### src/rtl/psram_bist.sv
// psram_bist: write / read-back self-test engine for the PSRAM controller strobe port.
// Each pass writes a generated pattern over DEPTH words, regenerates the same
// sequence while reading back, counts miscompares and records the first failing
// word. Odd passes use the bitwise complement of the pattern.
module psram_bist #(
  parameter int unsigned       DATA_W      = 16,
  parameter int unsigned       ADDR_W      = 24,
  parameter logic [ADDR_W-1:0] BASE_ADDR   = '0,
  parameter int unsigned       DEPTH       = 1024,
  parameter logic [DATA_W-1:0] LFSR_TAPS   = 16'hB400,
  parameter logic [DATA_W-1:0] LFSR_SEED   = 16'hACE1,
  parameter bit                STOP_ON_ERR = 1'b0
) (
  input  logic              clk,
  input  logic              rst,
  input  logic              start,
  input  logic [1:0]        mode,
  input  logic              continuous,
  input  logic              stop,
  input  logic              mem_ready,
  input  logic [DATA_W-1:0] mem_rdata,
  output logic [ADDR_W-1:0] mem_addr,
  output logic              mem_rd_strb,
  output logic              mem_wr_strb,
  output logic [DATA_W-1:0] mem_wdata,
  output logic              busy,
  output logic              done,
  output logic [15:0]       pass_cnt,
  output logic [15:0]       err_cnt,
  output logic              fail_valid,
  output logic [ADDR_W-1:0] fail_addr,
  output logic [DATA_W-1:0] fail_exp,
  output logic [DATA_W-1:0] fail_got
);

  localparam int unsigned       IDX_W     = (DEPTH > 1) ? $clog2(DEPTH) : 1;
  localparam logic [IDX_W-1:0]  LAST_IDX  = IDX_W'(DEPTH - 1);
  localparam logic [ADDR_W-1:0] ADDR_STEP = ADDR_W'(DATA_W / 8);
  localparam logic [DATA_W-1:0] CB_EVEN   = {(DATA_W / 2){2'b10}};
  localparam logic [DATA_W-1:0] CB_ODD    = {(DATA_W / 2){2'b01}};

  typedef enum logic [3:0] {
    S_IDLE,
    S_WR_ISSUE,
    S_WR_GAP,
    S_WR_WAIT,
    S_RD_ISSUE,
    S_RD_GAP,
    S_RD_WAIT,
    S_PASS_END,
    S_FINISH
  } state_t;

  state_t state_q, state_d;

  // Control events decoded from the FSM, consumed by the datapath registers.
  logic start_test;  // latch configuration, clear statistics
  logic pat_init;    // rewind the pattern generator to word 0
  logic pat_step;    // advance the pattern generator to the next word
  logic wr_fire;     // issue a write strobe next cycle
  logic rd_fire;     // issue a read strobe next cycle
  logic rd_check;    // read data is valid this cycle
  logic end_pass;    // a full write+read pass has completed

  // Configuration captured at start.
  logic [1:0]        mode_q;
  logic              cont_q;
  logic              parity_q;

  // Pattern generator state for the current word.
  logic [IDX_W-1:0]  idx_q;
  logic [ADDR_W-1:0] cur_addr_q;
  logic [DATA_W-1:0] walk_q;
  logic [DATA_W-1:0] lfsr_q;

  logic [DATA_W-1:0] raw_word;
  logic [DATA_W-1:0] exp_word;
  logic              mismatch;

  // Status outputs decode straight from the state register.
  assign busy = (state_q != S_IDLE) && (state_q != S_FINISH);
  assign done = (state_q == S_FINISH);

  // Pattern word for the current index, before the pass-parity inversion.
  always_comb begin
    raw_word = '0;
    unique case (mode_q)
      2'd0:    raw_word = DATA_W'(cur_addr_q);
      2'd1:    raw_word = walk_q;
      2'd2:    raw_word = lfsr_q;
      default: raw_word = idx_q[0] ? CB_ODD : CB_EVEN;
    endcase
  end

  assign exp_word = parity_q ? ~raw_word : raw_word;
  assign mismatch = (mem_rdata != exp_word);

  // State register.
  always_ff @(posedge clk) begin
    // NOTE: sequential state uses non-blocking (<=) so every register samples
    // pre-edge values; blocking here would create order-dependent races.
    if (rst) state_q <= S_IDLE;
    else     state_q <= state_d;
  end

  // Next-state and control-event decode.
  always_comb begin
    // NOTE: every output of this block is defaulted first, so no path leaves a
    // signal unassigned and no latch is inferred.
    state_d    = state_q;
    start_test = 1'b0;
    pat_init   = 1'b0;
    pat_step   = 1'b0;
    wr_fire    = 1'b0;
    rd_fire    = 1'b0;
    rd_check   = 1'b0;
    end_pass   = 1'b0;
    unique case (state_q)
      S_IDLE: begin
        if (start) begin
          start_test = 1'b1;
          pat_init   = 1'b1;
          state_d    = S_WR_ISSUE;
        end
      end
      S_WR_ISSUE: begin
        if (mem_ready) begin
          wr_fire = 1'b1;
          state_d = S_WR_GAP;
        end
      end
      // The controller may still show ready while it registers the strobe.
      S_WR_GAP: state_d = S_WR_WAIT;
      S_WR_WAIT: begin
        if (mem_ready) begin
          if (idx_q == LAST_IDX) begin
            pat_init = 1'b1;
            state_d  = S_RD_ISSUE;
          end else begin
            pat_step = 1'b1;
            state_d  = S_WR_ISSUE;
          end
        end
      end
      S_RD_ISSUE: begin
        if (mem_ready) begin
          rd_fire = 1'b1;
          state_d = S_RD_GAP;
        end
      end
      S_RD_GAP: state_d = S_RD_WAIT;
      S_RD_WAIT: begin
        if (mem_ready) begin
          rd_check = 1'b1;
          if (STOP_ON_ERR && mismatch) begin
            state_d = S_FINISH;
          end else if (idx_q == LAST_IDX) begin
            state_d = S_PASS_END;
          end else begin
            pat_step = 1'b1;
            state_d  = S_RD_ISSUE;
          end
        end
      end
      S_PASS_END: begin
        end_pass = 1'b1;
        if (cont_q && !stop) begin
          pat_init = 1'b1;
          state_d  = S_WR_ISSUE;
        end else begin
          state_d = S_FINISH;
        end
      end
      S_FINISH: state_d = S_IDLE;
      default:  state_d = S_IDLE;
    endcase
  end

  // Request port: one-cycle strobes with address/data held until the next issue.
  always_ff @(posedge clk) begin
    if (rst) begin
      mem_wr_strb <= 1'b0;
      mem_rd_strb <= 1'b0;
      mem_addr    <= '0;
      mem_wdata   <= '0;
    end else begin
      mem_wr_strb <= wr_fire;
      mem_rd_strb <= rd_fire;
      if (wr_fire || rd_fire) mem_addr  <= cur_addr_q;
      if (wr_fire)            mem_wdata <= exp_word;
    end
  end

  // Pattern generator: rewound for the read phase so nothing is stored per word.
  always_ff @(posedge clk) begin
    if (rst) begin
      idx_q      <= '0;
      cur_addr_q <= '0;
      walk_q     <= '0;
      lfsr_q     <= '0;
    end else if (pat_init) begin
      idx_q      <= '0;
      cur_addr_q <= BASE_ADDR;
      walk_q     <= DATA_W'(1);
      lfsr_q     <= LFSR_SEED;
    end else if (pat_step) begin
      idx_q      <= idx_q + 1'b1;
      cur_addr_q <= cur_addr_q + ADDR_STEP;
      walk_q     <= {walk_q[DATA_W-2:0], walk_q[DATA_W-1]};
      lfsr_q     <= {1'b0, lfsr_q[DATA_W-1:1]} ^ (lfsr_q[0] ? LFSR_TAPS : '0);
    end
  end

  // Configuration, pass parity, counters and first-fail capture.
  always_ff @(posedge clk) begin
    if (rst) begin
      mode_q     <= '0;
      cont_q     <= 1'b0;
      parity_q   <= 1'b0;
      pass_cnt   <= '0;
      err_cnt    <= '0;
      fail_valid <= 1'b0;
      fail_addr  <= '0;
      fail_exp   <= '0;
      fail_got   <= '0;
    end else if (start_test) begin
      mode_q     <= mode;
      cont_q     <= continuous;
      parity_q   <= 1'b0;
      pass_cnt   <= '0;
      err_cnt    <= '0;
      fail_valid <= 1'b0;
      fail_addr  <= '0;
      fail_exp   <= '0;
      fail_got   <= '0;
    end else begin
      if (end_pass) begin
        pass_cnt <= pass_cnt + 16'd1;
        parity_q <= ~parity_q;
      end
      if (rd_check && mismatch) begin
        if (err_cnt != 16'hFFFF) err_cnt <= err_cnt + 16'd1;
        if (!fail_valid) begin
          fail_valid <= 1'b1;
          fail_addr  <= mem_addr;
          fail_exp   <= exp_word;
          fail_got   <= mem_rdata;
        end
      end
    end
  end

endmodule

### config.mk
export PLATFORM = sky130hd
export DESIGN_NAME = psram_bist
export DESIGN_NICKNAME = d
export VERILOG_FILES = /design/src/rtl/psram_bist.sv
export SDC_FILE = /design/constraint.sdc
export NUM_CORES = 1
export LEC_CHECK = 0
export CORE_ASPECT_RATIO = 1.1
export CORE_UTILIZATION = 50
export DETAILED_ROUTE_END_ITERATION = 10
export PLACE_DENSITY = 0.88
export SYNTH_ARGS = -nofsm -noshare
export SYNTH_HDL_FRONTEND = slang
export SYNTH_SLANG_ARGS = --single-unit
### constraint.sdc
create_clock -name clk -period 4.1 [get_ports clk]
set_clock_uncertainty 0.15 [all_clocks]
set_input_delay 1.025 -clock clk [delete_from_list [all_inputs] [get_ports clk]]
set_output_delay 1.025 -clock clk [all_outputs]
set_load 0.01 [all_outputs]
==> flow_metrics.env, run 1 <==
export IMPL_fin_crit_sh_pct=87.62
export IMPL_setup_tns_final_ns=0
export IMPL_leakage_nw=3.827
export IMPL_place_area_um2=10820
export IMPL_syn_to_final_growth_pct=25.01
export IMPL_cts_root_buf="clkbuf_16"
export IMPL_syn_area_um2=9185
export IMPL_r2r_end="fail_addr[12]"
export IMPL_wl_per_cell_um=17.20
export IMPL_yosys_warnings=0
export IMPL_worst_ep_arrival_time_ns=3.86
export IMPL_rsz0062_at_grt="false"
export IMPL_rrSetupSlack_ns=0.54
export IMPL_synth_cell_types=63
export IMPL_core_area_um2=17870
export IMPL_avgViaCountPerCell=5.790
export IMPL_die_h_um=144.2
export IMPL_final_cells=1473
export IMPL_fmax_ghz=0.2784
export IMPL_vias=8529
export IMPL_synthCells=1107
export IMPL_ctsResizeCount=0
export IMPL_synth_edf_count=0
export IMPL_htreeDepth=1
export IMPL_whs_path_depth=2
export IMPL_synth_top_cell_area_share_pct=44.03
export IMPL_grt_start_max_net_pins=111
export IMPL_wl_um=25340
export IMPL_cts_tree="built"
export IMPL_grtUsageMet2_pct=44.40
export IMPL_ys_seq_area_share_pct=44.03
export IMPL_irDropWorstVdd_v=0.0002812
export IMPL_ys_ff_latch=202
export IMPL_antenna_cells=0
export IMPL_hold_viol=0
export IMPL_core_rowCount=51
export IMPL_place_congestion=0.9727
export IMPL_outcome="complete, no violations"
export IMPL_antenna_left=0
export IMPL_maxCapViolCount=0
export IMPL_start_util_pct=51.41
export IMPL_numPortBuffers=154
export IMPL_async_reset_ff_share_pct=0
export IMPL_final_common_cell="nand2_1"
export IMPL_grt_ovfl_total=0
export IMPL_cts_sinks=202
export IMPL_grt_pass1_wl_um=40410
export IMPL_hpwlAfterDp_um=17570
export IMPL_slew_headroom_pct=43.73
export IMPL_report_final_setup_viol=0
export IMPL_drive_above_1_share_pct=6.883
export IMPL_final_nets=1249
export IMPL_clk_latency_ns=0.50
export IMPL_hold_path_class="register to register"
export IMPL_die_w_um=131.2
export IMPL_worstMarginPinSlew_ns=0.8421
export IMPL_drv_slew=0
export IMPL_min_period_ns=3.592
export IMPL_yosys_area_top_type="dfxtp_1"
export IMPL_die_area_um2=18920
export IMPL_end_kind="register"
export IMPL_cp_max_fo=110
export IMPL_fin_area_um2=11480
export IMPL_timing_rr_start="mode_q[0]"
export IMPL_pin_count=157
export IMPL_synth_flop_cell="dfxtp_1"
export IMPL_grtUsageTotal_pct=26.26
export IMPL_r2r_cells=8
export IMPL_startpoint_type="primary input"
export IMPL_most_common_layout_cells="nand2_1, dfxtp_1, clkdlybuf4s50_1"
export IMPL_post_place_cells=1436
export IMPL_worst_hold_path_endpoint="fail_got[10]"
export IMPL_cts_path_max_buffers=3
export IMPL_grt_pass1_vias=8014
export IMPL_antenna_found_initial=1
export IMPL_cp_data_required_time_ns=4.37
export IMPL_drt_iter0_drc=906
export IMPL_postSynthAreaPerCell_um2=8.297
export IMPL_path_clk_slew_ns=0.06
export IMPL_synthTopCellsByArea="dfxtp_1, nand2_1, nand3_1"
export IMPL_grt_use_met1_pct=32.50
export IMPL_grt_busiest_layer="met2"
export IMPL_grtUsageMet3_pct=4.627
export IMPL_drtPass1Iterations=5
export IMPL_cts_hold_buffers_added=0
export IMPL_power_density_nw_per_um2=360.3
export IMPL_cts_buffers=21
export IMPL_drc=0
export IMPL_post_cts_buffers=0
export IMPL_path_class="primary input to register"
export IMPL_hp_start="fail_got[10]"
## worst max-delay path, stage by stage
cell and delay, ns:
clkdlybuf4s50_1 0.67, a2111oi_0 0.14, a2111o_1 0.41, o41a_1 0.42
nand4b_4 0.22, o31ai_4 0.28, buf_12 0.40, nand3_1 0.14
o21ai_1 0.12
## kinds of logic (layout without fill, tap and decap cells)
family / after synthesis / after routing / share of synthesized area, %
AO/OA/AOI/OAI: 209 / 209 / 13.49
XOR/XNOR: 70 / 70 / 6.675
adder cells (fa/ha/maj): 4 / 4 / 0.5449
buffers and inverters: 106 / 233 / 5.408
flip-flops: 202 / 202 / 44.03
multiplexers: 27 / 27 / 5.299
other: 1 / 2 / 0.04083
AND/OR/NAND/NOR: 488 / 488 / 24.52
## metrics by stage
step                      hold slack [ns]  total power [mW]  utilization, %  setup slack [ns]
after floorplan                    0.2919             2.233               -            0.9393
final                              0.3022             4.137           64.26            0.5077
after CTS                          0.3073             4.153           64.26            0.2687
after global routing               0.3277             4.270           64.26            0.2873
after detailed placement           0.2990             2.333           60.53           0.09216
after global placement             0.2916             2.328           60.53            0.1513
## layout make-up
cell class | instances | area (um2)
clock inverters | 8 | 70.07
repair buffers | 173 | 1717
multi-input cells | 800 | 4671
clock buffers | 29 | 595.6
fillers | 1428 | 6385
inverters | 23 | 86.33
well taps | 238 | 297.8
flip-flops and latches | 202 | 4045
## where the power goes
part | total (mW) | leakage [nW] | internal, mW | switching [mW]
Sequential | 2.01 | 1.63 | 1.98 | 0.0290
Combinational | 0.285 | 1.87 | 0.107 | 0.177
Clock | 1.84 | 0.326 | 1.08 | 0.762
Total | 4.14 | 3.83 | 3.17 | 0.968
## Yosys cell counts (4+ instances only)
cell / number
o211ai_1: 6
xnor2_1: 46
and2_1: 6
o21ai_0: 11
o21ai_1: 56
and3_1: 23
buf_1: 5
buf_4: 5
and4_1: 5
a211oi_1: 6
nor2_1: 91
buf_2: 4
or3_1: 14
nand4_1: 12
mux2i_1: 7
inv_1: 21
xor2_1: 24
or4_1: 5
nand3_1: 89
mux4_2: 17
ha_1: 4
nor2b_1: 10
a21oi_1: 80
a221oi_1: 4
nand2_1: 202
o31ai_1: 11
a31oi_1: 9
clkbuf_1: 59
nor3_1: 15
buf_6: 10
dfxtp_1: 202
## routing by layer
metal | part of all wire (%) | up-vias
met5 | 0.059 | -
met4 | 4.6 | 2
met3 | 6.5 | 83
met2 | 48 | 364
met1 | 41 | 4029
li1 | - | 4051
## worst max-delay path by stage
stage                      start             to  slack [ns]  cells after the start
floorplan           mem_rdata[0]    fail_exp[6]        0.94                      9
global placement    mem_rdata[8]    fail_got[7]        0.15                      9
detailed placement  mem_rdata[8]   fail_exp[14]        0.09                      9
CTS                    mode_q[0]   fail_exp[12]        0.27                     10
global route           mode_q[0]   fail_exp[12]        0.29                      9
finish              mem_rdata[8]  fail_addr[12]        0.51                      9
## registers in the layout, indices dropped and copies added (netlist names)
signal	flops
mem_addr	23
pass_cnt	16
mode_q	2
cur_addr_q	23
err_cnt	16
fail_got	16
mem_rd_strb	1
fail_addr	23
state_q	4
walk_q	16
parity_q	1
lfsr_q	16
mem_wdata	16
fail_valid	1
cont_q	1
fail_exp	16
mem_wr_strb	1
idx_q	10
No activity file was read; power rests on OpenSTA's default activity.
==> inputs of run 2 (changes only) <==
--- a/config.mk
+++ b/config.mk
@@ -8,7 +8,7 @@
 export CORE_ASPECT_RATIO = 1.1
 export CORE_UTILIZATION = 50
 export DETAILED_ROUTE_END_ITERATION = 10
-export PLACE_DENSITY = 0.88
+export PLACE_DENSITY = 0.76
 export SYNTH_ARGS = -nofsm -noshare
 export SYNTH_HDL_FRONTEND = slang
 export SYNTH_SLANG_ARGS = --single-unit
==> flow_metrics.env, run 2 (synthesis gave the netlist of run 1 again) <==
export IMPL_outcome="complete, no violations"
export IMPL_r2r_end="fail_addr[18]"
export IMPL_final_nets=1249
export IMPL_leakage_nw=3.831
export IMPL_pre_cts_ws_ns=0.1232
export IMPL_post_cts_buffers=0
export IMPL_slowest_delay_ns=0.70
export IMPL_drtPass1Iterations=6
export IMPL_die_h_um=144.2
export IMPL_hpwlAfterDp_um=17390
export IMPL_grt_pass1_vias=7417
export IMPL_vias=8198
export IMPL_grtUsageMet3_pct=3.610
export IMPL_fmax_ghz=0.2718
export IMPL_crit_buf_inv=1
export IMPL_antenna_found_initial=0
export IMPL_grt_ovfl_total=0
export IMPL_grt_busiest_layer="met2"
export IMPL_hp_start="fail_addr[19]"
export IMPL_worstMarginPinSlew_ns=0.8312
export IMPL_core_rowCount=51
export IMPL_largest_registers="cur_addr_q x23, fail_addr x23, mem_addr x23"
export IMPL_syn_to_final_growth_pct=24.94
export IMPL_clkPwrFrac_pct=44.4
export IMPL_start_util_pct=51.41
export IMPL_grtUsageTotal_pct=25.25
export IMPL_rsz0062_at_grt="false"
export IMPL_p_int_mw=3.168
export IMPL_power_net_switching_mw=0.9558
export IMPL_hold_viol=0
export IMPL_timing_rr_start="mode_q[0]"
export IMPL_cp_max_fo=110
export IMPL_cp_data_required_time_ns=4.37
export IMPL_worst_hold_slack_ns=0.3038
export IMPL_p_total_mw=4.124
export IMPL_htreeDepth=1
export IMPL_slew_headroom_pct=44.45
export IMPL_cts_hold_buffers_added=0
export IMPL_rrSetupSlack_ns=0.42
export IMPL_crit_top_cell="xnor2_1"
export IMPL_fin_area_um2=11480
export IMPL_irDropWorstVdd_v=0.0003151
export IMPL_report_final_setup_viol=0
export IMPL_die_w_um=131.2
export IMPL_wl_um=24310
export IMPL_die_area_um2=18920
export IMPL_wl_per_cell_um=16.54
export IMPL_drt_iter0_drc=689
export IMPL_path_clk_slew_ns=0.06
export IMPL_r2r_cells=9
export IMPL_grt_pass1_wl_um=38700
export IMPL_clk_latency_ns=0.49
export IMPL_sw_frac_of_total_pct=23.18
export IMPL_antenna_left=0
export IMPL_drv_slew=0
export IMPL_cts_buffers=20
export IMPL_fin_crit_sh_pct=89.73
export IMPL_whs_path_depth=2
export IMPL_pwr_share_comb_pct=6.9
export IMPL_cts_root_buf="clkbuf_16"
export IMPL_startpoint_type="register"
export IMPL_grt_use_met1_pct=32.48
export IMPL_drc=0
export IMPL_end_kind="register"
export IMPL_ctsResizeCount=0
export IMPL_grtUsageMet2_pct=43.25
export IMPL_cts_sinks=202
export IMPL_cts_path_max_buffers=3
export IMPL_core_area_um2=17870
export IMPL_place_area_um2=10830
export IMPL_numPortBuffers=154
export IMPL_path_class="register to register"
export IMPL_cts_tree="built"
export IMPL_cp_top_family="compound AO/OA/AOI/OAI gates"
export IMPL_nFillCells=1521
export IMPL_setup_tns_final_ns=0
export IMPL_worst_ep_arrival_time_ns=3.95
export IMPL_maxCapViolCount=0
export IMPL_crit_path_cell_trace="mux4_2 -> xnor2_1 -> xnor2_1 -> a211oi_1 -> nand4b_4 -> o31ai_4 -> buf_12 -> nand3_1 -> o21ai_1"
export IMPL_hold_path_class="register to register"
export IMPL_fin_ws_ns=0.4212
export IMPL_power_density_nw_per_um2=359.4
export IMPL_grt_start_max_net_pins=111
export IMPL_seqPwrFrac_pct=48.7
export IMPL_most_common_layout_cells="nand2_1, dfxtp_1, clkdlybuf4s50_1"
export IMPL_crit_slowest_cell="dfxtp_1"
export IMPL_pin_count=157
export IMPL_place_congestion=0.9176
export IMPL_drive_above_1_share_pct=6.824
export IMPL_avgViaCountPerCell=5.577
export IMPL_worst_hold_path_endpoint="fail_addr[19]"
export IMPL_min_period_ns=3.679
[run 2: worst max-delay path by stage]
| stage | cells after the start | slack (ns) | startpoint | end |
|---|---|---|---|---|
| 6_report | 9 | 0.42 | mode_q[0] | fail_addr[18] |
| 5_1_grt | 9 | 0.18 | mode_q[0] | fail_exp[3] |
| 4_1_cts | 9 | 0.43 | mode_q[0] | fail_addr[18] |
| 3_5_place_dp | 10 | 0.12 | mem_rdata[0] | fail_addr[18] |
| 3_3_place_gp | 10 | 0.21 | mem_rdata[0] | fail_got[5] |
| 2_1_floorplan | 9 | 0.94 | mem_rdata[0] | fail_exp[6] |
[run 2: worst reg2reg max path, delay by kind of cell, from the launching register on]
family	cells	cell delay, ns
and+or+nand+nor	2	0.35
DFF	1	0.70
buffers and inverters	1	0.39
xor gates and xnor gates	2	0.66
muxes	1	0.63
AOI/OAI and AO/OA	3	0.73
[run 2: through the flow]
| stage | cells | util (%) |
|---|---|---|
| after floorplan | 1108 | - |
| after global placement | 1437 | 60.59 |
| after detailed placement | 1437 | 60.59 |
| after CTS | 1469 | 64.22 |
| after global routing | 1469 | 64.22 |
| final | 1470 | 64.23 |
[run 2: area by class of cell]
| type | instances | area, um2 | share of cell area [%] |
|---|---|---|---|
| repair buffers | 174 | 1724 | 15.02 |
| multi-input cells | 800 | 4673 | 40.72 |
| inverters | 23 | 86.33 | 0.7523 |
| diodes | 1 | 2.502 | 0.02181 |
| clock inverters | 5 | 50.05 | 0.4361 |
| clock buffers | 27 | 598.1 | 5.212 |
| flip-flops and latches | 202 | 4044 | 35.24 |
| well taps | 238 | 297.8 | 2.595 |
[run 2: layer usage]
layer	vias to the layer above	wire, um
li1	4052	-
met1	3840	10610
met2	260	11710
met3	46	1314
met4	0	685
met5	-	0
[run 2: power by group through the flow]
stage | logic, mW | registers (mW) | clock network, mW
6_report | 0.284 | 2.01 | 1.83
5_1_grt | 0.308 | 2.01 | 1.94
4_1_cts | 0.282 | 2.01 | 1.85
3_5_place_dp | 0.281 | 2.05 | 0
3_3_place_gp | 0.279 | 2.05 | 0
2_1_floorplan | 0.190 | 2.04 | 0
==> inputs of run 3 (changes only) <==
--- a/config.mk
+++ b/config.mk
@@ -7,6 +7,7 @@
 export LEC_CHECK = 0
 export CORE_ASPECT_RATIO = 1.1
 export CORE_UTILIZATION = 50
+export CTS_BUF_LIST = sky130_fd_sc_hd__clkbuf_4
 export DETAILED_ROUTE_END_ITERATION = 10
 export PLACE_DENSITY = 0.76
 export SYNTH_ARGS = -nofsm -noshare
==> flow_metrics.env, run 3 (synthesis gave the netlist of run 1 again) <==
export IMPL_outcome="complete, no violations"
export IMPL_hold_path_class="register to register"
export IMPL_rrSetupSlack_ns=0.44
export IMPL_wl_per_cell_um=16.04
export IMPL_final_cells=1522
export IMPL_report_final_setup_viol=0
export IMPL_avgViaCountPerCell=5.480
export IMPL_clk_latency_ns=0.65
export IMPL_crit_path_cell_trace="mux4_2 -> xnor2_1 -> xnor2_1 -> a211oi_1 -> nand4b_4 -> o31ai_4 -> buf_12 -> nand3_1 -> o21ai_1"
export IMPL_fin_ws_ns=0.4432
export IMPL_core_area_um2=17870
export IMPL_hold_viol=0
export IMPL_post_cts_buffers=0
export IMPL_die_area_um2=18920
export IMPL_seqPwrFrac_pct=51.1
export IMPL_largest_registers="cur_addr_q x23, fail_addr x23, mem_addr x23"
export IMPL_worst_ep_arrival_time_ns=4.07
export IMPL_cts_hold_buffers_added=0
export IMPL_die_w_um=131.2
export IMPL_min_period_ns=3.657
export IMPL_cts_path_max_buffers=3
export IMPL_fmax_ghz=0.2735
export IMPL_slew_headroom_pct=44.02
export IMPL_dr_wl_met3_um=1557
export IMPL_grt_ovfl_total=0
export IMPL_vias=8341
export IMPL_wl_met1_um=10390
export IMPL_crit_buf_inv=1
export IMPL_cts_root_buf="clkbuf_4"
export IMPL_power_net_switching_mw=0.9862
export IMPL_worstMarginPinSlew_ns=0.8376
export IMPL_path_clk_slew_ns=0.06
export IMPL_start_util_pct=51.41
export IMPL_final_nets=1280
export IMPL_drt_iter0_drc=616
export IMPL_htreeDepth=2
export IMPL_setup_tns_final_ns=0
export IMPL_pin_count=157
export IMPL_hpwlAfterDp_um=17390
export IMPL_antenna_left=0
export IMPL_startpoint_type="register"
export IMPL_clkPwrFrac_pct=41.6
export IMPL_cp_max_fo=110
export IMPL_ctsResizeCount=0
export IMPL_cp_top_family="compound AO/OA/AOI/OAI gates"
export IMPL_leakage_nw=3.866
export IMPL_pwr_share_comb_pct=7.2
export IMPL_crit_top_cell="xnor2_1"
export IMPL_post_place_cells=1437
export IMPL_pre_cts_ws_ns=0.1232
export IMPL_end_kind="register"
export IMPL_antenna_found_initial=1
export IMPL_grt_pass1_vias=7668
export IMPL_grtUsageTotal_pct=25.65
export IMPL_cts_buffers=51
export IMPL_dr_wl_met2_um=11780
export IMPL_slowest_delay_ns=0.69
export IMPL_core_rowCount=51
export IMPL_drc=0
export IMPL_timing_rr_start="mode_q[0]"
export IMPL_cts_tree="built"
export IMPL_place_congestion=0.9176
export IMPL_most_common_layout_cells="nand2_1, dfxtp_1, clkdlybuf4s50_1"
export IMPL_worstSetupStartpoint="mode_q[0]"
export IMPL_dr_max_layer_used="met4"
export IMPL_fin_crit_sh_pct=89.19
export IMPL_cp_data_required_time_ns=4.51
export IMPL_power_density_nw_per_um2=343.6
export IMPL_grt_start_max_net_pins=111
export IMPL_numPortBuffers=154
export IMPL_p_int_mw=2.943
export IMPL_grt_pass1_wl_um=39000
export IMPL_syn_to_final_growth_pct=24.49
export IMPL_drive_above_1_share_pct=9.828
export IMPL_drtPass1Iterations=5
export IMPL_sw_frac_of_total_pct=25.10
export IMPL_cts_sinks=202
export IMPL_path_class="register to register"
export IMPL_crit_slowest_cell="dfxtp_1"
export IMPL_postLayoutCoreUtil_pct=64.00
export IMPL_wl_um=24420
export IMPL_die_h_um=144.2
export IMPL_drv_slew=0
export IMPL_hp_start="walk_q[3]"
export IMPL_rsz0062_at_grt="false"
export IMPL_maxCapViolCount=0
export IMPL_irDropWorstVdd_v=0.0001784
## run 3: cell count changes in the layout (fill, tap and decap cells not counted), moves of 4 or more
cell | before | now
clkbuf_16 | 21 | 0
clkbuf_4 | 0 | 71
clkbuf_8 | 5 | 0
clkinv_1 | 0 | 10
clkinv_2 | 4 | 0
## run 3: cell type report
| cell class | instances | area, um2 |
|---|---|---|
| multi-input cells | 800 | 4673 |
| clock inverters | 12 | 71.32 |
| flip-flops and latches | 202 | 4044 |
| diodes | 2 | 5.005 |
| inverters | 23 | 86.33 |
| fillers | 1573 | 6432 |
| repair buffers | 174 | 1724 |
| well taps | 238 | 297.8 |
| clock buffers | 71 | 533.0 |
## run 3: power groups by stage
stage | Clock, mW | Combinational [mW] | Sequential (mW)
after floorplan | 0 | 0.190 | 2.04
after global placement | 0 | 0.279 | 2.05
after detailed placement | 0 | 0.281 | 2.05
after CTS | 1.67 | 0.282 | 2.01
after global routing | 1.77 | 0.308 | 2.01
final | 1.64 | 0.284 | 2.01
## run 3: tightest hold or removal path, delay by kind of cell, from the launching register on
family             cells  cell delay, ns
DFF                    1            0.32
and+or+nand+nor        1            0.05
AOI/OAI and AO/OA      1            0.05
## run 3: worst paths after layout
check / to / cells after the start
setup reg to reg: fail_addr[11] / 9
hold / removal: walk_q[4] / 2
setup / recovery: fail_addr[11] / 9
hold reg to reg: walk_q[4] / 2
## run 3: stage by stage
step / hold slack [ns] / area [um2] / power, mW
final: 0.2970 / 11430 / 3.929
after global routing: 0.3138 / 11430 / 4.090
after CTS: 0.2900 / 11430 / 3.961
after detailed placement: 0.2987 / 10830 / 2.333
after global placement: 0.2925 / 10830 / 2.330
after floorplan: 0.2919 / 9189 / 2.233
## run 3: layer usage
| metal | up-vias | track usage (%) |
|---|---|---|
| met5 | - | 0 |
| met4 | 0 | 11.64 |
| met3 | 48 | 5.117 |
| met2 | 279 | 43.17 |
| met1 | 3871 | 31.92 |
| li1 | 4143 | - |
